File: config.mk
export PLATFORM = sky130hd
export DESIGN_NAME = rover_nav_sequencer_flat
export DESIGN_NICKNAME = d
export VERILOG_FILES = /design/src/rtl/rover_nav_pkg.sv /design/src/rtl/rover_nav_if.sv /design/src/rtl/rover_nav_debounce.sv /design/src/rtl/rover_nav_sequencer.sv /design/src/flat_wrapper.sv
export SDC_FILE = /design/constraint.sdc
export NUM_CORES = 1
export LEC_CHECK = 0
export CORE_ASPECT_RATIO = 1.75
export CORE_MARGIN = 2
export CORE_UTILIZATION = 34
export CTS_CLUSTER_SIZE = 30
export DETAILED_ROUTE_END_ITERATION = 6
export GPL_TIMING_DRIVEN = 0
export PLACE_DENSITY_LB_ADDON = 0.3
export RECOVER_POWER = 25
export SETUP_SLACK_MARGIN = 0.5
export SKIP_CTS_REPAIR_TIMING = 1
export SYNTH_ARGS = -nofsm -noshare
export SYNTH_HDL_FRONTEND = slang
export SYNTH_SLANG_ARGS = --single-unit
File: constraint.sdc
create_clock -name clk -period 2.3 [get_ports clk]
set_input_delay 0.46 -clock clk [delete_from_list [all_inputs] [get_ports clk]]
set_output_delay 0.46 -clock clk [all_outputs]
set_load 0.05 [all_outputs]
File: src/rtl/rover_nav_pkg.sv
// Purpose : Shared definitions for the rover navigation sequencer.
//           Holds the H-bridge direction codes, the FSM state encoding
//           and the line-sensor steering decode.
// Contents: FWD / SPIN_L / SPIN_R / OFF motor codes,
//           nav_state_e (IDLE, FOLLOW, CONE_TURN, JCT_TURN, STOP),
//           nav_steer() steering map for the active-low line sensors.
package rover_nav_pkg;

  localparam logic [3:0] FWD    = 4'b0110;
  localparam logic [3:0] SPIN_L = 4'b1010;
  localparam logic [3:0] SPIN_R = 4'b0101;
  localparam logic [3:0] OFF    = 4'b0000;

  typedef enum logic [2:0] {
    IDLE      = 3'd0,
    FOLLOW    = 3'd1,
    CONE_TURN = 3'd2,
    JCT_TURN  = 3'd3,
    STOP      = 3'd4
  } nav_state_e;

  // Sensors are active low {left,mid,right}. Only the three classified
  // shapes pick a new direction; anything else keeps the previous code,
  // so feeding the result back into last_code leaves it unchanged.
  function automatic logic [3:0] nav_steer(input logic [2:0] induct,
                                           input logic [3:0] last_code);
    logic [3:0] code;
    case (induct)
      3'b101:         code = FWD;
      3'b001, 3'b011: code = SPIN_L;
      3'b100, 3'b110: code = SPIN_R;
      default:        code = last_code;
    endcase
    return code;
  endfunction

endpackage

File: src/rtl/rover_nav_if.sv
// Purpose : Sensor-in / motor-out bundle of the navigation sequencer.
// Signals : run, induct[2:0], proxim, red      (sensor side, into sequencer)
//           motor_in[3:0], motor_en[1:0],
//           nav_state[2:0], cone_seen, fault   (driver side, out of sequencer)
// Modports: master - rover harness driving sensors and reading motors
//           slave  - the sequencer itself
interface rover_nav_if;
  logic       run;
  logic [2:0] induct;
  logic       proxim;
  logic       red;
  logic [3:0] motor_in;
  logic [1:0] motor_en;
  logic [2:0] nav_state;
  logic       cone_seen;
  logic       fault;

  modport master (
    output run, induct, proxim, red,
    input  motor_in, motor_en, nav_state, cone_seen, fault
  );

  modport slave (
    input  run, induct, proxim, red,
    output motor_in, motor_en, nav_state, cone_seen, fault
  );
endinterface

File: src/rtl/rover_nav_debounce.sv
// Purpose : Two-flop synchronizer plus stability filter for one
//           asynchronous sensor pin.
// Ports   : clk   in  system clock
//           rst   in  synchronous active-high reset
//           din   in  raw asynchronous input
//           level out accepted (debounced) level
//           rise  out one-cycle pulse when level goes 0->1
//           fall  out one-cycle pulse when level goes 1->0
// A new level is accepted once the synchronized input has differed from
// the current level for DEBOUNCE_CYC consecutive cycles.
module rover_nav_debounce #(
  parameter int DEBOUNCE_CYC = 1000
) (
  input  logic clk,
  input  logic rst,
  input  logic din,
  output logic level,
  output logic rise,
  output logic fall
);

  localparam int              CW       = $clog2(DEBOUNCE_CYC + 1);
  localparam logic [CW-1:0]   CNT_LAST = CW'(DEBOUNCE_CYC - 1);

  logic          sync1_r;
  logic          sync2_r;
  logic [CW-1:0] cnt_r;

  // Synchronize, count stable differing cycles, accept and pulse edges.
  always_ff @(posedge clk) begin
    if (rst) begin
      sync1_r <= 1'b0;
      sync2_r <= 1'b0;
      cnt_r   <= '0;
      level   <= 1'b0;
      rise    <= 1'b0;
      fall    <= 1'b0;
    end else begin
      sync1_r <= din;
      sync2_r <= sync1_r;
      rise    <= 1'b0;
      fall    <= 1'b0;
      if (sync2_r != level) begin
        if (cnt_r >= CNT_LAST) begin
          level <= sync2_r;
          rise  <= sync2_r;
          fall  <= ~sync2_r;
          cnt_r <= '0;
        end else begin
          cnt_r <= cnt_r + CW'(1);
        end
      end else begin
        cnt_r <= '0;
      end
    end
  end

endmodule

File: src/rtl/rover_nav_sequencer.sv
// Purpose : Registered navigation FSM between the rover's raw sensor pins
//           and its two motor H-bridges: line following, timed 180-degree
//           cone turns, alternating branch choice at red junctions and a
//           lost-line fault stop.
// Ports   : clk  in  system clock
//           rst  in  synchronous active-high reset
//           nav  rover_nav_if.slave
//                  run, induct[2:0], proxim, red           (inputs)
//                  motor_in[3:0], motor_en[1:0], nav_state[2:0],
//                  cone_seen, fault                        (registered outputs)
// Build option: ROVER_NAV_PWM_EN - when defined, motor_en in FOLLOW is
//           gated by a free-running PWM counter (turns stay at full 11);
//           when undefined the PWM parameters are unused.
module rover_nav_sequencer
  import rover_nav_pkg::*;
#(
  parameter int DEBOUNCE_CYC     = 1000,
  parameter int TURN_MIN_CYC     = 50000,
  parameter int LOST_TIMEOUT_CYC = 2000000,
  parameter int PWM_PERIOD       = 256,
  parameter int PWM_DUTY         = 192
) (
  input logic       clk,
  input logic       rst,
  rover_nav_if.slave nav
);

  localparam int                TURN_W    = $clog2(TURN_MIN_CYC + 1);
  localparam logic [TURN_W-1:0] TURN_LOAD = TURN_W'(TURN_MIN_CYC);
  localparam int                LOST_W    = $clog2(LOST_TIMEOUT_CYC + 1);
  localparam logic [LOST_W-1:0] LOST_MAX  = LOST_W'(LOST_TIMEOUT_CYC);
  localparam logic [LOST_W-1:0] LOST_LAST = LOST_W'(LOST_TIMEOUT_CYC - 1);

  logic              run_s1_r;
  logic              run_s2_r;
  logic [2:0]        induct_s1_r;
  logic [2:0]        induct_s2_r;

  nav_state_e        state_r;
  logic [3:0]        motor_in_r;
  logic [1:0]        motor_en_r;
  logic              cone_seen_r;
  logic              fault_r;
  logic              dir_toggle_r;
  logic [3:0]        last_r;
  logic [TURN_W-1:0] turn_cnt_r;
  logic [LOST_W-1:0] lost_cnt_r;
  logic [LOST_W-1:0] lost_next_s;

  logic              proxim_level_s;
  logic              proxim_rise_s;
  logic              proxim_fall_s;
  logic              red_level_s;
  logic              red_rise_s;
  logic              red_fall_s;
  logic              unused_s;

  logic [3:0]        steer_s;
  logic              lost_hit_s;
  logic [1:0]        follow_en_s;

  rover_nav_debounce #(.DEBOUNCE_CYC(DEBOUNCE_CYC)) u_db_proxim (
    .clk   (clk),
    .rst   (rst),
    .din   (nav.proxim),
    .level (proxim_level_s),
    .rise  (proxim_rise_s),
    .fall  (proxim_fall_s)
  );

  rover_nav_debounce #(.DEBOUNCE_CYC(DEBOUNCE_CYC)) u_db_red (
    .clk   (clk),
    .rst   (rst),
    .din   (nav.red),
    .level (red_level_s),
    .rise  (red_rise_s),
    .fall  (red_fall_s)
  );

  // Only the edges of the debounced inputs drive the FSM.
  assign unused_s = ^{proxim_level_s, proxim_fall_s, red_level_s};

  // Two-flop synchronizers for run and the line sensors.
  always_ff @(posedge clk) begin
    if (rst) begin
      run_s1_r    <= 1'b0;
      run_s2_r    <= 1'b0;
      induct_s1_r <= 3'b111;
      induct_s2_r <= 3'b111;
    end else begin
      run_s1_r    <= nav.run;
      run_s2_r    <= run_s1_r;
      induct_s1_r <= nav.induct;
      induct_s2_r <= induct_s1_r;
    end
  end

`ifdef ROVER_NAV_PWM_EN
  localparam int               PWM_W    = $clog2(PWM_PERIOD + 1);
  localparam logic [PWM_W-1:0] PWM_LAST = PWM_W'(PWM_PERIOD - 1);
  localparam logic [PWM_W-1:0] PWM_HIGH = PWM_W'(PWM_DUTY);

  logic [PWM_W-1:0] pwm_cnt_r;

  // Free-running PWM period counter, 0..PWM_PERIOD-1.
  always_ff @(posedge clk) begin
    if (rst) begin
      pwm_cnt_r <= '0;
    end else if (pwm_cnt_r >= PWM_LAST) begin
      pwm_cnt_r <= '0;
    end else begin
      pwm_cnt_r <= pwm_cnt_r + PWM_W'(1);
    end
  end

  assign follow_en_s = (pwm_cnt_r < PWM_HIGH) ? 2'b11 : 2'b00;
`else
  localparam int PWM_UNUSED = PWM_PERIOD + PWM_DUTY;

  assign follow_en_s = 2'b11;
`endif

  assign steer_s    = nav_steer(induct_s2_r, last_r);
  // The cycle that would make the count reach the timeout is the fault cycle.
  assign lost_hit_s = (induct_s2_r == 3'b111) && (lost_cnt_r >= LOST_LAST);

  // Consecutive all-off-line cycles while following; saturates, never wraps.
  always_comb begin
    lost_next_s = '0;
    if ((state_r == FOLLOW) && (induct_s2_r == 3'b111)) begin
      if (lost_cnt_r != LOST_MAX) begin
        lost_next_s = lost_cnt_r + LOST_W'(1);
      end else begin
        lost_next_s = lost_cnt_r;
      end
    end else begin
      lost_next_s = '0;
    end
  end

  // Navigation FSM with all outputs registered alongside the state.
  always_ff @(posedge clk) begin
    if (rst) begin
      state_r      <= IDLE;
      motor_in_r   <= OFF;
      motor_en_r   <= 2'b00;
      cone_seen_r  <= 1'b0;
      fault_r      <= 1'b0;
      dir_toggle_r <= 1'b0;
      last_r       <= FWD;
      turn_cnt_r   <= '0;
      lost_cnt_r   <= '0;
    end else if (!run_s2_r) begin
      // cone_seen and dir_toggle deliberately survive a run drop.
      state_r    <= IDLE;
      motor_in_r <= OFF;
      motor_en_r <= 2'b00;
      fault_r    <= 1'b0;
      turn_cnt_r <= '0;
      lost_cnt_r <= '0;
    end else begin
      lost_cnt_r <= lost_next_s;
      case (state_r)
        IDLE: begin
          state_r    <= FOLLOW;
          motor_in_r <= steer_s;
          last_r     <= steer_s;
          motor_en_r <= follow_en_s;
          fault_r    <= 1'b0;
        end
        FOLLOW: begin
          if (proxim_rise_s) begin
            // A coincident red edge is dropped: no toggle, no junction.
            state_r     <= CONE_TURN;
            motor_in_r  <= SPIN_L;
            motor_en_r  <= 2'b11;
            cone_seen_r <= 1'b1;
            turn_cnt_r  <= TURN_LOAD;
          end else if (red_rise_s) begin
            dir_toggle_r <= ~dir_toggle_r;
            if (cone_seen_r) begin
              // Branch side follows the freshly flipped toggle value.
              state_r    <= JCT_TURN;
              motor_in_r <= (~dir_toggle_r) ? SPIN_R : SPIN_L;
              motor_en_r <= 2'b11;
              turn_cnt_r <= TURN_LOAD;
            end else begin
              motor_in_r <= steer_s;
              last_r     <= steer_s;
              motor_en_r <= follow_en_s;
            end
          end else if (lost_hit_s) begin
            state_r    <= STOP;
            motor_in_r <= OFF;
            motor_en_r <= 2'b00;
            fault_r    <= 1'b1;
            if (red_fall_s) begin
              cone_seen_r <= 1'b0;
            end
          end else begin
            motor_in_r <= steer_s;
            last_r     <= steer_s;
            motor_en_r <= follow_en_s;
            if (red_fall_s) begin
              cone_seen_r <= 1'b0;
            end
          end
        end
        CONE_TURN, JCT_TURN: begin
          // Sensor edges are ignored during a cone turn; a junction turn
          // still honours the red falling edge.
          if ((state_r == JCT_TURN) && red_fall_s) begin
            cone_seen_r <= 1'b0;
          end
          if ((turn_cnt_r == '0) && (induct_s2_r == 3'b101)) begin
            state_r    <= FOLLOW;
            motor_in_r <= steer_s;
            last_r     <= steer_s;
            motor_en_r <= follow_en_s;
          end else if (turn_cnt_r != '0) begin
            turn_cnt_r <= turn_cnt_r - TURN_W'(1);
          end else begin
            turn_cnt_r <= '0;
          end
        end
        STOP: begin
          // Only run=0 or rst leaves STOP.
          motor_in_r <= OFF;
          motor_en_r <= 2'b00;
          fault_r    <= 1'b1;
          if (red_fall_s) begin
            cone_seen_r <= 1'b0;
          end
        end
        default: begin
          state_r    <= IDLE;
          motor_in_r <= OFF;
          motor_en_r <= 2'b00;
          fault_r    <= 1'b0;
        end
      endcase
    end
  end

  assign nav.motor_in  = motor_in_r;
  assign nav.motor_en  = motor_en_r;
  assign nav.nav_state = state_r;
  assign nav.cone_seen = cone_seen_r;
  assign nav.fault     = fault_r;

endmodule

File: src/flat_wrapper.sv
// flat-port wrapper written by rule: the top's interface ports become plain ports
module rover_nav_sequencer_flat import rover_nav_pkg::*;
#(
  parameter int DEBOUNCE_CYC     = 1000,
  parameter int TURN_MIN_CYC     = 50000,
  parameter int LOST_TIMEOUT_CYC = 2000000,
  parameter int PWM_PERIOD       = 256,
  parameter int PWM_DUTY         = 192
)
  (clk, rst, nav_run, nav_induct, nav_proxim, nav_red, nav_motor_in, nav_motor_en, nav_nav_state, nav_cone_seen, nav_fault);
  rover_nav_if nav_i ();
  input logic clk;
  input logic rst;
  input wire logic [$bits(nav_i.run)-1:0] nav_run;
  input wire logic [$bits(nav_i.induct)-1:0] nav_induct;
  input wire logic [$bits(nav_i.proxim)-1:0] nav_proxim;
  input wire logic [$bits(nav_i.red)-1:0] nav_red;
  output wire logic [$bits(nav_i.motor_in)-1:0] nav_motor_in;
  output wire logic [$bits(nav_i.motor_en)-1:0] nav_motor_en;
  output wire logic [$bits(nav_i.nav_state)-1:0] nav_nav_state;
  output wire logic [$bits(nav_i.cone_seen)-1:0] nav_cone_seen;
  output wire logic [$bits(nav_i.fault)-1:0] nav_fault;
  assign nav_i.run = nav_run;
  assign nav_i.induct = nav_induct;
  assign nav_i.proxim = nav_proxim;
  assign nav_i.red = nav_red;
  assign nav_motor_in = nav_i.motor_in;
  assign nav_motor_en = nav_i.motor_en;
  assign nav_nav_state = nav_i.nav_state;
  assign nav_cone_seen = nav_i.cone_seen;
  assign nav_fault = nav_i.fault;
  rover_nav_sequencer #(.DEBOUNCE_CYC(DEBOUNCE_CYC), .TURN_MIN_CYC(TURN_MIN_CYC), .LOST_TIMEOUT_CYC(LOST_TIMEOUT_CYC), .PWM_PERIOD(PWM_PERIOD), .PWM_DUTY(PWM_DUTY)) u_core (.clk(clk), .rst(rst), .nav(nav_i));
endmodule
==> results.sh <==
export IMPL_status="finished with violations"
export IMPL_violations="setup timing"
export IMPL_nFillCells=1140
export IMPL_drive_gt1_share_pct=20.38
export IMPL_start_kind="flop"
export IMPL_crit_family="simple AND/OR/NAND/NOR gates"
export IMPL_reg2reg_depth=10
export IMPL_tritoncts="done"
export IMPL_placedCellCount=666
export IMPL_maxCapViolCount=0
export IMPL_clkPwrFrac_pct=47.4
export IMPL_p_seq_share_pct=49.3
export IMPL_antenna_found_initial=0
export IMPL_antenna_cells=0
export IMPL_grt_pass1_vias=3463
export IMPL_grt_total_usage_pct=14.56
export IMPL_synth_top_cell_by_area="dfxtp_1"
export IMPL_avgViaCountPerCell=5.196
export IMPL_finalSetupViolCount=7
export IMPL_final_setup_tns_ns=-0.1055
export IMPL_skew_ns=0.005202
export IMPL_crit_top_cell="buf_6"
export IMPL_clk_pin_slew_ns=0.06
export IMPL_fin_nets=539
export IMPL_cp_required_ns=2.57
export IMPL_portBuffers=17
export IMPL_synth_most_common_cell="dfxtp_1"
export IMPL_synth_ff_latch_count=89
export IMPL_synth_top_area_share_pct=42.87
export IMPL_yosysWarnings=0
export IMPL_dieArea_um2=13160
export IMPL_routed_via_count=3611
export IMPL_worst_pin_slew_ns=0.6080
export IMPL_synth_seq_area_share_pct=42.87
export IMPL_dr_max_layer_used="met4"
export IMPL_hold_start="u_core.induct_s1_r[0]"
export IMPL_synth_fp_nets=498
export IMPL_critPathMaxStageDelay_ns=0.45
export IMPL_final_area_um2=5229
export IMPL_swShare_pct=21.19
export IMPL_holdCritPathClass="flop to flop"
export IMPL_clk_latency_ns=0.34
export IMPL_cts_sink_count=89
export IMPL_core_um2=12000
export IMPL_num_io_pins=19
export IMPL_reg2reg_from="u_core.turn_cnt_r[0]"
export IMPL_synth_commonest_cells="89 x dfxtp_1, 83 x nor2_1, 29 x a21oi_1"
export IMPL_numCtsBuffers=9
export IMPL_worst_ir_drop_vdd_mv=0.3643
export IMPL_cp_max_fo=8
export IMPL_path_cells="inv_4, ha_4, or4b_4, buf_6, or3_4, o21ai_4, and3_4, buf_6, a21oi_2, o21ai_1"
export IMPL_m1WireLength_mm=3.654
export IMPL_wl_met2_mm=5.173
export IMPL_layoutNonFillerInstCount=695
export IMPL_wl_met3_um=272
export IMPL_startpoint="u_core.turn_cnt_r[0]"
export IMPL_rows=53
export IMPL_min_to="u_core.induct_s2_r[0]"
export IMPL_criticalPathCategory="flop to flop"
export IMPL_initial_utilization_pct=34.63
export IMPL_ant_nets=0
export IMPL_async_reset_ff_share_pct=0
export IMPL_internal_power_uw=2498
export IMPL_syn_avg_cell_area_um2=8.588
export IMPL_dp_hpwl_mm=6.883
export IMPL_drtIter0Drc=169
export IMPL_utilization_pct=43.56
export IMPL_die_h_um=150.3
export IMPL_p_leak_uw=0.002021
export IMPL_slew_headroom_pct=59.64
export IMPL_reg2reg_slack_ns=-0.04
export IMPL_grt_max_degree=15
export IMPL_fin_crit_sh_pct=101.6
export IMPL_arrival_ns=2.61
export IMPL_holdPathStages=1
export IMPL_timing_final_crit_period_ns=2.337
export IMPL_rsz0062_at_grt="yes"
export IMPL_first_pass_iters=4
export IMPL_max_clock_path_buffers=2
export IMPL_synth_edf_count=0
export IMPL_areaGrowthSynthToFinish_pct=25.80
export IMPL_synth_area_um2=4156
export IMPL_drt_wl_total_mm=9.432
export IMPL_p_comb_share_pct=3.3
export IMPL_netlist_instances=484
export IMPL_place_congestion=0.8635
export IMPL_root_buffer="clkbuf_16"
export IMPL_whs_ns=0.4101
export IMPL_place_area_um2=4581
export IMPL_maxSlewViolCount=0
export IMPL_net_switching_power_uw=671.6
export IMPL_power_density_nw_per_um2=606.2
export IMPL_reg2reg_to="u_core.turn_cnt_r[7]"
export IMPL_fmax_mhz=428.0
export IMPL_synthFlopType="dfxtp_1"
export IMPL_cts_htree_levels=3
export IMPL_synth_area_leaders="dfxtp_1 43%, nor2_1 7.5%, xor2_1 3.8%"
export IMPL_ys_types=66
export IMPL_crit_buf_inv=3
export IMPL_gr_total_overflow=0
export IMPL_crit_path_end_kind="flop"
export IMPL_route_detailed_drc=0
export IMPL_wl_per_cell_um=13.57
export IMPL_slowest_stage="or4b_4"
export IMPL_grt_pass1_wl_mm=15.26
export IMPL_chipWidth_um=87.58
export IMPL_fin_ws_ns=-0.03656
export IMPL_finalHoldViolCount=0
==> flip-flops by register name (all words and copies together), names as in the netlist, 3 cells and up <==
name,count
u_core.nav.nav_state,3
u_core.last_r,4
u_core.lost_cnt_r,21
u_core.induct_s1_r,3
u_core.nav.motor_in,4
u_core.u_db_red.cnt_r,10
u_core.turn_cnt_r,16
u_core.u_db_proxim.cnt_r,10
u_core.induct_s2_r,3
==> cell usage in the layout, fill, tap and decap left out, types with 4 or more instances in the layout <==
cell type / count
a21oi_2: 8
nand2_1: 24
buf_4: 12
mux2i_1: 4
inv_1: 10
o21ai_1: 13
a21oi_1: 22
o21ai_0: 8
dfxtp_2: 13
xor2_1: 18
o31ai_1: 4
a31oi_1: 8
dfxtp_1: 71
buf_6: 5
xnor2_1: 15
clkbuf_16: 9
clkdlybuf4s50_1: 6
nand2b_1: 5
clkbuf_1: 11
or3_1: 6
dlymetal6s2s_1: 9
and3_1: 14
nand3_1: 21
or2_2: 6
nor2_1: 81
nor3_1: 8
dfxtp_4: 5
nor2b_1: 15
or4_1: 5
ha_1: 4
==> worst register-to-register path, stage by stage (launching register included) <==
cell,delay (ns)
dfxtp_4,0.36
inv_4,0.06
ha_4,0.12
or4b_4,0.45
buf_6,0.13
or3_4,0.39
o21ai_4,0.23
and3_4,0.21
buf_6,0.13
a21oi_2,0.04
o21ai_1,0.14
==> metrics by stage <==
step / total power, µW / worst slack, ns
after floorplan: 1666 / 0.1684
after global placement: 1699 / -0.06875
after detailed placement: 1700 / -0.05583
after CTS: 3209 / -0.06696
after global routing: 3271 / -0.1088
final: 3170 / -0.03656
==> cell type report <==
class,count,area [µm²],share of cell area [%]
Buffer,17,93.84,1.795
Clock buffer,12,256.5,4.905
Clock inverter,4,51.30,0.9811
Inverter,12,50.05,0.9572
Multi-Input combinational cell,366,2467,47.19
Sequential cell,89,1817,34.75
Tap cell,165,206.4,3.948
Timing Repair Buffer,30,286.5,5.480
==> worst max path at each step <==
stage,cells past startpoint,endpoint
finish,10,u_core.turn_cnt_r[7]
global route,10,u_core.turn_cnt_r[7]
CTS,6,u_core.turn_cnt_r[10]
detailed placement,6,u_core.turn_cnt_r[10]
global placement,6,u_core.turn_cnt_r[10]
floorplan,9,u_core.turn_cnt_r[4]
==> routing by layer <==
metal / global-route usage (%) / up-vias
li1: - / 1797
met1: 14.91 / 1726
met2: 26.67 / 63
met3: 2.851 / 25
met4: 8.308 / 0
met5: 0 / -
==> power groups by stage <==
| stage | combinational [µW] | clock (µW) | sequential (µW) |
|---|---|---|---|
| 2_1_floorplan | 58.7 | 0 | 1610 |
| 3_3_place_gp | 96.9 | 0 | 1600 |
| 3_5_place_dp | 97.8 | 0 | 1600 |
| 4_1_cts | 98.1 | 1540 | 1570 |
| 5_1_grt | 114 | 1590 | 1560 |
| 6_report | 105 | 1500 | 1560 |
==> cell families (layout without fill, tap and decap cells) <==
| kind of cell | Yosys count | after routing | share of synthesized area (%) |
|---|---|---|---|
| flops | 89 | 89 | 42.87 |
| mux | 4 | 4 | 0.9633 |
| simple gates | 225 | 225 | 28.54 |
| fa+ha+maj | 6 | 6 | 1.806 |
| buf+inv | 29 | 75 | 3.070 |
| xor+xnor | 33 | 33 | 6.954 |
| compound gates | 98 | 98 | 15.80 |
Note: power is estimated with default switching activity, not from simulation.
